`config.mk`:
```
export PLATFORM = sky130hd
export DESIGN_NAME = control_contar_rango_flat
export DESIGN_NICKNAME = d
export VERILOG_FILES = /design/src/rtl/control_contar_rango_if.sv /design/src/rtl/control_contar_rango.sv /design/src/flat_wrapper.sv
export SDC_FILE = /design/constraint.sdc
export NUM_CORES = 1
export LEC_CHECK = 0
export CAP_MARGIN = 20
export CORE_AREA = 2 2 78 80
export DETAILED_ROUTE_END_ITERATION = 8
export DIE_AREA = 0 0 80 82
export GPL_TIMING_DRIVEN = 0
export PLACE_DENSITY = 0.78
export SLEW_MARGIN = 20
export SYNTH_ARGS = -nofsm -noshare
export SYNTH_HDL_FRONTEND = slang
export SYNTH_SLANG_ARGS = --single-unit
```
`constraint.sdc`:
```
create_clock -name clk -period 3.8 [get_ports clk]
set_input_delay 0.76 -clock clk [delete_from_list [all_inputs] [get_ports clk]]
set_output_delay 0.76 -clock clk [all_outputs]
set_load 0.03 [all_outputs]
```
`src/rtl/control_contar_rango_if.sv`:
```
// Handshake/bus bundle for control_contar_rango: start/abort/ack controls in, count and status out.
// The pause signal exists only when CONTAR_RANGO_PAUSE_EN is defined.
interface control_contar_rango_if #(
  parameter int WIDTH = 24
);
  logic             init;
  logic [WIDTH-1:0] limit;
  logic             mode;
  logic             abort;
  logic             ack;
`ifdef CONTAR_RANGO_PAUSE_EN
  logic             pause;
`endif
  logic [WIDTH-1:0] count;
  logic             plus;
  logic             out_rst;
  logic             CN;
  logic             tick;

`ifdef CONTAR_RANGO_PAUSE_EN
  modport master (
    output init, limit, mode, abort, ack, pause,
    input  count, plus, out_rst, CN, tick
  );
  modport slave (
    input  init, limit, mode, abort, ack, pause,
    output count, plus, out_rst, CN, tick
  );
`else
  modport master (
    output init, limit, mode, abort, ack,
    input  count, plus, out_rst, CN, tick
  );
  modport slave (
    input  init, limit, mode, abort, ack,
    output count, plus, out_rst, CN, tick
  );
`endif
endinterface

```
`src/rtl/control_contar_rango.sv`:
```
// Range counter controller: IDLE/RUN/DONE FSM counting 0..limit in STEP increments, on the falling clock edge.
// Optional feature macro: CONTAR_RANGO_PAUSE_EN adds a pause input that freezes counting in RUN.
module control_contar_rango #(
  parameter int          WIDTH         = 24,
  parameter int unsigned STEP          = 1,
  parameter int unsigned DEFAULT_LIMIT = 12500000
) (
  input logic                  clk,
  input logic                  rst,
  control_contar_rango_if.slave bus
);

  typedef enum logic [1:0] {
    IDLE = 2'b00,
    RUN  = 2'b01,
    DONE = 2'b10
  } state_t;

  localparam logic [WIDTH:0]   STEP_EXT  = (WIDTH+1)'(STEP);
  localparam logic [WIDTH-1:0] LIMIT_RST = WIDTH'(DEFAULT_LIMIT);

  state_t           state_q, state_d;
  logic [WIDTH-1:0] count_q, count_d;
  logic [WIDTH-1:0] lim_q, lim_d;
  logic             mode_q, mode_d;
  logic             tick_q, tick_d;
  logic             pause_w;

  // Counter never wraps: an overflowing add pins at all-ones so the terminal compare still fires.
  function automatic logic [WIDTH-1:0] sat_add(input logic [WIDTH-1:0] a);
    logic [WIDTH:0] sum;
    sum = {1'b0, a} + STEP_EXT;
    return sum[WIDTH] ? {WIDTH{1'b1}} : sum[WIDTH-1:0];
  endfunction

`ifdef CONTAR_RANGO_PAUSE_EN
  assign pause_w = bus.pause;
`else
  assign pause_w = 1'b0;
`endif

  always_comb begin
    state_d = state_q;
    count_d = count_q;
    lim_d   = lim_q;
    mode_d  = mode_q;
    tick_d  = 1'b0;
    case (state_q)
      IDLE: begin
        count_d = '0;
        if (bus.init && !bus.abort) begin
          lim_d   = bus.limit;
          mode_d  = bus.mode;
          state_d = RUN;
        end
      end
      RUN: begin
        if (bus.abort) begin
          state_d = IDLE;
          count_d = '0;
        end else if (!pause_w) begin
          if (count_q >= lim_q) begin
            tick_d = 1'b1;
            if (mode_q) count_d = '0;
            else        state_d = DONE;
          end else begin
            count_d = sat_add(count_q);
          end
        end
      end
      DONE: begin
        if (bus.abort || bus.ack) begin
          state_d = IDLE;
          count_d = '0;
        end
      end
      default: begin
        state_d = IDLE;
        count_d = '0;
      end
    endcase
  end

  // Falling-edge state register
  always_ff @(negedge clk) begin
    if (rst) begin
      state_q <= IDLE;
      count_q <= '0;
      lim_q   <= LIMIT_RST;
      mode_q  <= 1'b0;
      tick_q  <= 1'b0;
    end else begin
      state_q <= state_d;
      count_q <= count_d;
      lim_q   <= lim_d;
      mode_q  <= mode_d;
      tick_q  <= tick_d;
    end
  end

  assign bus.count   = count_q;
  assign bus.tick    = tick_q;
  assign bus.plus    = (state_q == RUN) && !pause_w;
  assign bus.out_rst = (state_q == IDLE);
  assign bus.CN      = (state_q == DONE);

endmodule

```
`src/flat_wrapper.sv`:
```
// flat-port wrapper written by rule: the top's interface ports become plain ports
module control_contar_rango_flat 
#(
  parameter int          WIDTH         = 24,
  parameter int unsigned STEP          = 1,
  parameter int unsigned DEFAULT_LIMIT = 12500000
)
  (clk, rst, bus_init, bus_limit, bus_mode, bus_abort, bus_ack, bus_count, bus_plus, bus_out_rst, bus_CN, bus_tick);
  control_contar_rango_if #(.WIDTH(WIDTH)) bus_i ();
  input logic clk;
  input logic rst;
  input wire logic [$bits(bus_i.init)-1:0] bus_init;
  input wire logic [$bits(bus_i.limit)-1:0] bus_limit;
  input wire logic [$bits(bus_i.mode)-1:0] bus_mode;
  input wire logic [$bits(bus_i.abort)-1:0] bus_abort;
  input wire logic [$bits(bus_i.ack)-1:0] bus_ack;
  output wire logic [$bits(bus_i.count)-1:0] bus_count;
  output wire logic [$bits(bus_i.plus)-1:0] bus_plus;
  output wire logic [$bits(bus_i.out_rst)-1:0] bus_out_rst;
  output wire logic [$bits(bus_i.CN)-1:0] bus_CN;
  output wire logic [$bits(bus_i.tick)-1:0] bus_tick;
  assign bus_i.init = bus_init;
  assign bus_i.limit = bus_limit;
  assign bus_i.mode = bus_mode;
  assign bus_i.abort = bus_abort;
  assign bus_i.ack = bus_ack;
  assign bus_count = bus_i.count;
  assign bus_plus = bus_i.plus;
  assign bus_out_rst = bus_i.out_rst;
  assign bus_CN = bus_i.CN;
  assign bus_tick = bus_i.tick;
  control_contar_rango #(.WIDTH(WIDTH), .STEP(STEP), .DEFAULT_LIMIT(DEFAULT_LIMIT)) u_core (.clk(clk), .rst(rst), .bus(bus_i));
endmodule
```
==> results.sh, run 1 <==
export IMPL_dr_total_vias=3069
export IMPL_overflow=0
export IMPL_ys_seq_area_frac=0.368
export IMPL_worst_ir_drop_vdd_mv=0.224
export IMPL_busiest_layer="met2"
export IMPL_required_ps=3040
export IMPL_dp_hpwl_um=5680
export IMPL_cts_tree="built"
export IMPL_routed_wl_um=8260
export IMPL_synth_nets=411
export IMPL_syn_area_um2=2830
export IMPL_yosys_warnings=0
export IMPL_synth_top_area_cell="dfxtp_1"
export IMPL_top_level_ports=58
export IMPL_grt_pass1_wl_um=13400
export IMPL_slew_violations=0
export IMPL_skew_ps=29.0
export IMPL_power_internal_w=0.000949
export IMPL_crit_buf_inv=2
export IMPL_grt_pass1_vias=2954
export IMPL_power_frac_seq=0.421
export IMPL_grt_use_met1=0.314
export IMPL_gp_congestion=0.855
export IMPL_maxCapViolations=0
export IMPL_slowest_delay_ps=330
export IMPL_num_rows=28
export IMPL_setup_viol=0
export IMPL_grt_util_met3=0.0890
export IMPL_clk_latency_ps=390
export IMPL_cts_sinks=52
export IMPL_synth_seq_cells=52
export IMPL_antenna_left=0
export IMPL_use_met2=0.418
export IMPL_arrival_ps=3020
export IMPL_p_clk_frac=0.500
export IMPL_avgSynthCellArea_um2=7.95
export IMPL_swShare=0.301
export IMPL_outcome="finished clean"
export IMPL_hold_viol_final=0
export IMPL_clk_pin_slew_ps=40
export IMPL_start_kind="flop"
export IMPL_critPathSlowestCell="dfxtp_2"
export IMPL_avgRoutedWirePerCell_um=15.1
export IMPL_diodes=0
export IMPL_core_um2=5750
export IMPL_drive_gt1_frac=0.163
export IMPL_crit_type="reg2out"
export IMPL_dp_cells=488
export IMPL_critPathTopFamily="flip-flops"
export IMPL_power_leakage_nw=1.79
export IMPL_viasPerCell=5.60
export IMPL_drtIter0Drc=207
export IMPL_track_usage=0.262
export IMPL_rrSetupSlack_ps=730
export IMPL_rsz0062_at_grt="yes"
export IMPL_path_cells="nand2b_4, inv_1, clkbuf_4"
export IMPL_place_area_um2=3500
export IMPL_initial_core_util=0.492
export IMPL_final_common_cell="inv_1"
export IMPL_synthToLayoutAreaGrowth_pct=35.8
export IMPL_dpl_worst_slack_ps=-908
export IMPL_firstDrtPassIters=5
export IMPL_cts_made_buffers=5
export IMPL_power_switching_w=0.000409
export IMPL_die_w_um=80
export IMPL_final_cells=548
export IMPL_numPortBuffers=57
export IMPL_post_route_cell_area_um2=3840
export IMPL_synth_distinct_cells=39
export IMPL_clock_root_buffer="clkbuf_8"
export IMPL_final_cell_mix="inv_1, nand2_1, a21oi_1, dfxtp_1, clkdlybuf4s50_1"
export IMPL_setup_slack_ps=17.6
export IMPL_setup_tns_ps=0
export IMPL_yosys_top_cells_area="dfxtp_1, ha_1, nand2_1"
export IMPL_antenna_found_initial=0
export IMPL_dieHeight_um=82
export IMPL_worst_slew_pin_slew_ps=747
export IMPL_htree_levels=2
export IMPL_dieArea_um2=6560
export IMPL_power_density_nw_per_um2=353
export IMPL_netlist_area_leader_share=0.368
export IMPL_slew_headroom=0.497
export IMPL_p_comb_frac=0.079
export IMPL_hold_path_class="reg2reg"
export IMPL_endpoint_kind="primary output"
export IMPL_cts_hold_buf=0
export IMPL_route_detailed_drc=0
export IMPL_grt_max_degree=16
export IMPL_synthCells=356
export IMPL_nFillCells=513
export IMPL_worst_path_max_fanout=4
export IMPL_nNetsFinal=527
export IMPL_cts_buffer_depth=2
## cell type report
cell class              count  area (µm²)  share of cell area
repair buffers             59         495               0.129
multi-input cells         253        1620               0.421
inverters                  31         116              0.0303
clock inverters            55         260              0.0677
flip-flops and latches     52        1060               0.275
well taps                  75        93.8              0.0244
clock buffers               5        68.8              0.0179
plain buffers              18         133              0.0345
## layer usage
layer / wire length (µm) / vias to the layer above / share of wire
met5: 0 / - / 0
met4: 189 / 0 / 0.023
li1: - / 1514 / -
met1: 3570 / 1403 / 0.43
met2: 3980 / 132 / 0.48
met3: 514 / 20 / 0.062
## per-stage QoR
stage          hold WS (ps)  total power (W)   util
3_5_place_dp            448         0.000769  0.608
6_report                445          0.00136  0.669
5_1_grt                 479          0.00145  0.669
2_1_floorplan           425         0.000718      -
3_3_place_gp            444         0.000766  0.608
4_1_cts                 452          0.00137  0.676
## synth_stat cells
cell	count
o21a_1	4
o31ai_1	3
buf_6	1
or2_1	3
inv_1	32
buf_1	2
nand2_1	63
a21boi_1	1
o211ai_1	13
a22oi_1	1
o21ai_1	2
a21oi_1	41
nand4_1	10
buf_2	4
a2111o_1	1
a211oi_1	12
o21ai_0	7
or4_4	1
clkbuf_1	12
nor3_1	5
a21o_1	2
a41oi_1	5
ha_1	25
dfxtp_1	52
and4_1	1
or2_0	1
and2_4	1
nand4_2	1
nor4_1	3
o311a_1	1
nor2b_1	2
nand2b_1	3
a311oi_1	9
and3_1	6
a2111oi_0	1
a2bb2oi_1	2
nand3_1	10
nand3b_1	1
nor2_1	12
## kinds of logic after synthesis
family	count (synthesis)	share of synthesized area
AO/OA/AOI/OAI	105	0.244
adder cells (fa/ha/maj)	25	0.111
buffers and inverters	51	0.0721
flip-flops	52	0.368
AND/OR/NAND/NOR	123	0.205
## worst paths after layout
path,endpoint,startpoint,cells past startpoint
worst min register to register,u_core.state_q[0]$_SDFFE_NP0P_,u_core.state_q[1]$_SDFFE_NP0P_,1
worst min-delay path,u_core.state_q[0]$_SDFFE_NP0P_,u_core.state_q[1]$_SDFFE_NP0P_,1
worst max register to register,u_core.bus.count[23]$_SDFFE_NP0P_,u_core.bus.count[0]$_SDFFE_NP0P_,10
worst max-delay path,bus_plus,u_core.state_q[1]$_SDFFE_NP0P_,3
## power groups by stage
stage               clock network (W)   logic, W  registers (W)
floorplan                   0.0000848  0.0000551       0.000578
global placement            0.0000848   0.000102       0.000579
detailed placement          0.0000848   0.000105       0.000579
CTS                          0.000691   0.000106       0.000571
global route                 0.000756   0.000120       0.000571
finish                       0.000679   0.000107       0.000571
## worst register-to-register path: cells and delay by family, from the launching register on
kind	cells	cell delay, ps
AO/OA/AOI/OAI	5	1320
adder cells (fa/ha/maj)	1	280
buffers and inverters	2	400
flip-flops	1	400
AND/OR/NAND/NOR	2	580
## registers in the layout (all words and copies together), names as in the netlist
register and count:
u_core.state_q 2, u_core.bus.tick 1, u_core.mode_q 1, u_core.lim_q 24, u_core.bus.count 24
## what timing repair did
action | CTS | global route
pin swaps | 2 | 1
buffers inserted | 0 | 2
endpoints found under the setup margin | 78 | 52
resized for setup | 128 | 36
(Power assumes the default switching activity.)
==> run 2, diff against run 1 <==
--- a/config.mk
+++ b/config.mk
@@ -7,10 +7,13 @@
 export LEC_CHECK = 0
 export CAP_MARGIN = 20
 export CORE_AREA = 2 2 78 80
+export CTS_CLUSTER_DIAMETER = 60
 export DETAILED_ROUTE_END_ITERATION = 8
 export DIE_AREA = 0 0 80 82
+export GPL_ROUTABILITY_DRIVEN = 0
 export GPL_TIMING_DRIVEN = 0
 export PLACE_DENSITY = 0.78
+export SETUP_SLACK_MARGIN = 0.1
 export SLEW_MARGIN = 20
 export SYNTH_ARGS = -nofsm -noshare
 export SYNTH_HDL_FRONTEND = slang
==> results.sh, run 2 (synthesized netlist as in run 1, its figures left out) <==
export IMPL_htree_levels=2
export IMPL_setup_slack_ps=33.4
export IMPL_busiest_layer="met2"
export IMPL_route_detailed_drc=0
export IMPL_viasPerCell=5.68
export IMPL_firstDrtPassIters=7
export IMPL_crit_buf_inv=2
export IMPL_hold_ws_ps=451
export IMPL_nFillCells=529
export IMPL_clk_pin_slew_ps=60
export IMPL_cts_tree="built"
export IMPL_crit_type="reg2out"
export IMPL_endpoint_kind="primary output"
export IMPL_swShare=0.297
export IMPL_avgRoutedWirePerCell_um=15.2
export IMPL_grt_pass1_vias=2867
export IMPL_rsz0062_at_grt="yes"
export IMPL_drive_gt1_frac=0.194
export IMPL_grt_use_met1=0.315
export IMPL_arrival_ps=3010
export IMPL_outcome="finished clean"
export IMPL_setup_tns_ps=0
export IMPL_final_cell_mix="inv_1, nand2_1, a21oi_1, dfxtp_1, clkdlybuf4s50_1"
export IMPL_grt_pass1_wl_um=13400
export IMPL_antenna_left=0
export IMPL_dr_total_vias=3123
export IMPL_setup_viol=0
export IMPL_critPathSlowestCell="dfxtp_4"
export IMPL_path_cells="nand2b_4, inv_2, buf_6"
export IMPL_cts_hold_buf=0
export IMPL_required_ps=3040
export IMPL_grt_max_degree=16
export IMPL_maxCapViolations=0
export IMPL_start_kind="flop"
export IMPL_initial_core_util=0.492
export IMPL_slowest_delay_ps=360
export IMPL_skew_ps=27.2
export IMPL_p_clk_frac=0.495
export IMPL_nNetsFinal=529
export IMPL_p_comb_frac=0.083
export IMPL_track_usage=0.265
export IMPL_cts_sinks=52
export IMPL_cts_made_buffers=5
export IMPL_clock_root_buffer="clkbuf_8"
export IMPL_final_common_cell="inv_1"
export IMPL_power_frac_seq=0.421
export IMPL_hold_viol_final=0
export IMPL_synthToLayoutAreaGrowth_pct=37.6
export IMPL_num_rows=28
export IMPL_whs_path_depth=2
export IMPL_routed_wl_um=8350
export IMPL_seqCellArea_um2=1080
export IMPL_top_level_ports=58
export IMPL_critPathTopFamily="flip-flops"
export IMPL_dpl_worst_slack_ps=-771
export IMPL_power_internal_w=0.000949
export IMPL_power_switching_w=0.000402
export IMPL_worst_path_max_fanout=4
export IMPL_hold_path_class="reg2reg"
export IMPL_multi_input_area_um2=1630
export IMPL_antenna_found_initial=0
export IMPL_cts_buffer_depth=2
export IMPL_slew_headroom=0.520
export IMPL_slew_violations=0
export IMPL_worst_slew_pin_slew_ps=714
export IMPL_core_um2=5750
export IMPL_drtIter0Drc=223
export IMPL_die_w_um=80
export IMPL_use_met2=0.443
export IMPL_worstRegToRegCells=10
export IMPL_dieArea_um2=6560
export IMPL_grt_util_met3=0.0824
export IMPL_dp_hpwl_um=5730
export IMPL_diodes=0
export IMPL_critical_path_depth=3
export IMPL_numPortBuffers=57
export IMPL_overflow=0
export IMPL_power_density_nw_per_um2=347
export IMPL_power_leakage_nw=1.82
export IMPL_worst_ir_drop_vdd_mv=0.198
export IMPL_dieHeight_um=82
export IMPL_clk_latency_ps=390
run 2: path summary, 6_finish.rpt:
| path | slack, ps | start | end |
|---|---|---|---|
| worst max-delay path | 30 | u_core.state_q[1]$_SDFFE_NP0P_ | bus_plus |
| worst min-delay path | 450 | u_core.lim_q[22]$_SDFFE_NP0P_ | u_core.lim_q[22]$_SDFFE_NP0P_ |
| worst max register to register | 910 | u_core.bus.count[0]$_SDFFE_NP0P_ | u_core.bus.count[23]$_SDFFE_NP0P_ |
| worst min register to register | 450 | u_core.lim_q[22]$_SDFFE_NP0P_ | u_core.lim_q[22]$_SDFFE_NP0P_ |
run 2: area by class of cell:
class / instances / share of cell area
tap: 75 / 0.0241
timing repair buffer: 60 / 0.130
inverter: 31 / 0.0299
clock buffer: 5 / 0.0177
buffer: 19 / 0.0370
clock inverter: 55 / 0.0669
multi-input combinational: 253 / 0.418
sequential: 52 / 0.277
run 2: metal layers:
metal	vias up	part of all wire
li1	1523	-
met1	1427	0.41
met2	153	0.48
met3	20	0.082
met4	0	0.020
met5	-	0
run 2: timing repair:
item / CTS / global route
hold endpoints to repair: 0 / 0
gates cloned: 0 / 0
setup buffers: 3 / 0
gates resized for setup: 188 / 41
endpoints found under the setup margin: 78 / 63
pin swaps: 2 / 0
run 2: power groups by stage:
| stage | registers (W) | clock network [W] | logic (W) |
|---|---|---|---|
| final | 0.000569 | 0.000669 | 0.000113 |
| after global routing | 0.000569 | 0.000747 | 0.000125 |
| after CTS | 0.000572 | 0.000681 | 0.000109 |
| after detailed placement | 0.000579 | 0.0000848 | 0.000106 |
| after global placement | 0.000579 | 0.0000848 | 0.000102 |
| after floorplan | 0.000578 | 0.0000848 | 0.0000551 |
run 2: worst register-to-register path, delay by kind of cell (launching register included):
kind | cells | cell delay [ps]
AOI/OAI and AO/OA | 5 | 1270
and+or+nand+nor | 2 | 460
DFF | 1 | 400
buffers and inverters | 2 | 380
adders and majority gates | 1 | 280
run 2: per-stage QoR:
step / cell area [µm²] / cells / power (W) / utilization
detailed placement: 3500 / 488 / 0.000770 / 0.609
finish: 3890 / 550 / 0.00135 / 0.677
floorplan: 2830 / 356 / 0.000718 / -
global placement: 3500 / 488 / 0.000766 / 0.609
global route: 3890 / 550 / 0.00144 / 0.677
CTS: 3830 / 550 / 0.00136 / 0.666
==> run 3, diff against run 2 <==
--- a/config.mk
+++ b/config.mk
@@ -6,13 +6,12 @@
 export NUM_CORES = 1
 export LEC_CHECK = 0
 export CAP_MARGIN = 20
-export CORE_AREA = 2 2 78 80
+export CORE_AREA = 2 2 88 90
 export CTS_CLUSTER_DIAMETER = 60
 export DETAILED_ROUTE_END_ITERATION = 8
-export DIE_AREA = 0 0 80 82
+export DIE_AREA = 0 0 90 92
 export GPL_ROUTABILITY_DRIVEN = 0
 export GPL_TIMING_DRIVEN = 0
-export PLACE_DENSITY = 0.78
 export SETUP_SLACK_MARGIN = 0.1
 export SLEW_MARGIN = 20
 export SYNTH_ARGS = -nofsm -noshare
==> constraint.sdc (replaced) <==
create_clock -name clk -period 3.5 [get_ports clk]
set_input_delay 0.7 -clock clk [delete_from_list [all_inputs] [get_ports clk]]
set_output_delay 0.7 -clock clk [all_outputs]
set_load 0.03 [all_outputs]
==> results.sh, run 3 (synthesized netlist as in run 1, its figures left out) <==
export IMPL_hold_path_class="reg2reg"
export IMPL_power_w=0.00133
export IMPL_clk_pin_slew_ps=50
export IMPL_dieHeight_um=92
export IMPL_multi_input_area_um2=1640
export IMPL_hold_viol_final=0
export IMPL_die_w_um=90
export IMPL_grt_max_degree=17
export IMPL_power_density_nw_per_um2=324
export IMPL_post_route_cell_area_um2=4100
export IMPL_core_um2=7450
export IMPL_final_util=0.551
export IMPL_final_common_cell="inv_1"
export IMPL_power_leakage_nw=1.88
export IMPL_track_usage=0.209
export IMPL_grt_pass1_wl_um=13800
export IMPL_seqCellArea_um2=1120
export IMPL_cts_sinks=52
export IMPL_skew_ps=16.7
export IMPL_dp_hpwl_um=6020
export IMPL_cts_buffer_depth=2
export IMPL_wl_met3_um=440
export IMPL_dieArea_um2=8280
export IMPL_highest_layer="met4"
export IMPL_htree_levels=2
export IMPL_viasPerCell=5.23
export IMPL_required_ps=2800
export IMPL_clock_root_buffer="clkbuf_8"
export IMPL_worst_path_max_fanout=4
export IMPL_hold_ws_ps=452
export IMPL_crit_type="reg2out"
export IMPL_endpoint_kind="primary output"
export IMPL_final_cell_mix="inv_1, nand2_1, a21oi_1, dfxtp_1, clkdlybuf4s50_1"
export IMPL_place_area_um2=3560
export IMPL_route_detailed_drc=0
export IMPL_worst_ir_drop_vdd_mv=0.208
export IMPL_met1_length_um=3840
export IMPL_drtIter0Drc=131
export IMPL_grt_pass1_vias=2922
export IMPL_cts_hold_buf=0
export IMPL_numPortBuffers=57
export IMPL_antenna_found_initial=0
export IMPL_outcome="finished clean"
export IMPL_dr_wl_met2_um=4170
export IMPL_nNetsFinal=535
export IMPL_diodes=0
export IMPL_slew_headroom=0.507
export IMPL_top_level_ports=58
export IMPL_rsz0062_at_grt="yes"
export IMPL_initial_core_util=0.380
export IMPL_synthToLayoutAreaGrowth_pct=44.9
export IMPL_cts_tree="built"
export IMPL_setup_tns_ps=0
export IMPL_overflow=0
export IMPL_antenna_left=0
export IMPL_start_kind="flop"
export IMPL_firstDrtPassIters=5
export IMPL_worst_slew_pin_slew_ps=733
export IMPL_avgRoutedWirePerCell_um=14.6
export IMPL_setup_viol=0
export IMPL_cts_made_buffers=5
export IMPL_nFillCells=775
export IMPL_routed_wl_um=8530
export IMPL_dr_total_vias=3051
export IMPL_slew_violations=0
export IMPL_clk_latency_ps=390
export IMPL_num_rows=32
export IMPL_drive_gt1_frac=0.212
export IMPL_maxCapViolations=0
export IMPL_arrival_ps=2790
run 3: changes by cell type in the layout (fill, tap and decap cells not counted), moves of 4 or more:
cell and change:
buf_4 +4, buf_2 -11, dfxtp_4 +14, dfxtp_1 -4
dfxtp_2 -10, clkbuf_4 -7, buf_6 +20
run 3: final timing paths:
path	start	endpoint	slack [ps]	cells past startpoint
worst min-delay path	u_core.lim_q[6]$_SDFFE_NP0P_	u_core.lim_q[6]$_SDFFE_NP0P_	450	2
worst max register to register	u_core.bus.count[0]$_SDFFE_NP0P_	u_core.bus.count[23]$_SDFFE_NP0P_	530	10
worst max-delay path	u_core.state_q[1]$_SDFFE_NP0P_	bus_plus	10	3
worst min register to register	u_core.lim_q[6]$_SDFFE_NP0P_	u_core.lim_q[6]$_SDFFE_NP0P_	450	2
run 3: final cells by class:
cell class,instances,share of cell area
plain buffers,19,0.0421
clock buffers,5,0.0168
clock inverters,55,0.0522
inverters,31,0.0284
multi-input cells,253,0.399
flip-flops and latches,52,0.273
well taps,102,0.0311
repair buffers,66,0.158
run 3: power by group:
group	switching, W	total, W	leakage [nW]	internal [W]
registers	0.00000827	0.000607	0.441	0.000599
logic	0.0000611	0.000122	1.11	0.0000604
clock network	0.000379	0.000599	0.326	0.000220
total	0.000448	0.00133	1.88	0.000880
run 3: per-stage QoR:
stage | setup WS, ps | std cells
floorplan | 79.4 | 356
global placement | -844 | 515
detailed placement | -832 | 515
CTS | 2.62 | 578
global route | -44.1 | 583
finish | 11.4 | 583
run 3: layer usage:
layer,vias to the layer above,GRT usage
met5,-,0
met4,0,0.0897
met3,9,0.0641
met2,94,0.346
met1,1412,0.252
li1,1536,-
run 3: timing repair:
| action | 4_1_cts | 5_1_grt |
|---|---|---|
| cloned | 1 | 0 |
| gates resized for setup | 239 | 32 |
| setup endpoints to repair | 79 | 60 |
| pin swaps | 12 | 1 |
| setup buffers | 3 | 5 |
run 3: worst max-delay path, cell delays in order, from the launching register on:
cell and delay (ps):
dfxtp_2 360, nand2b_4 140, inv_2 40, buf_6 120
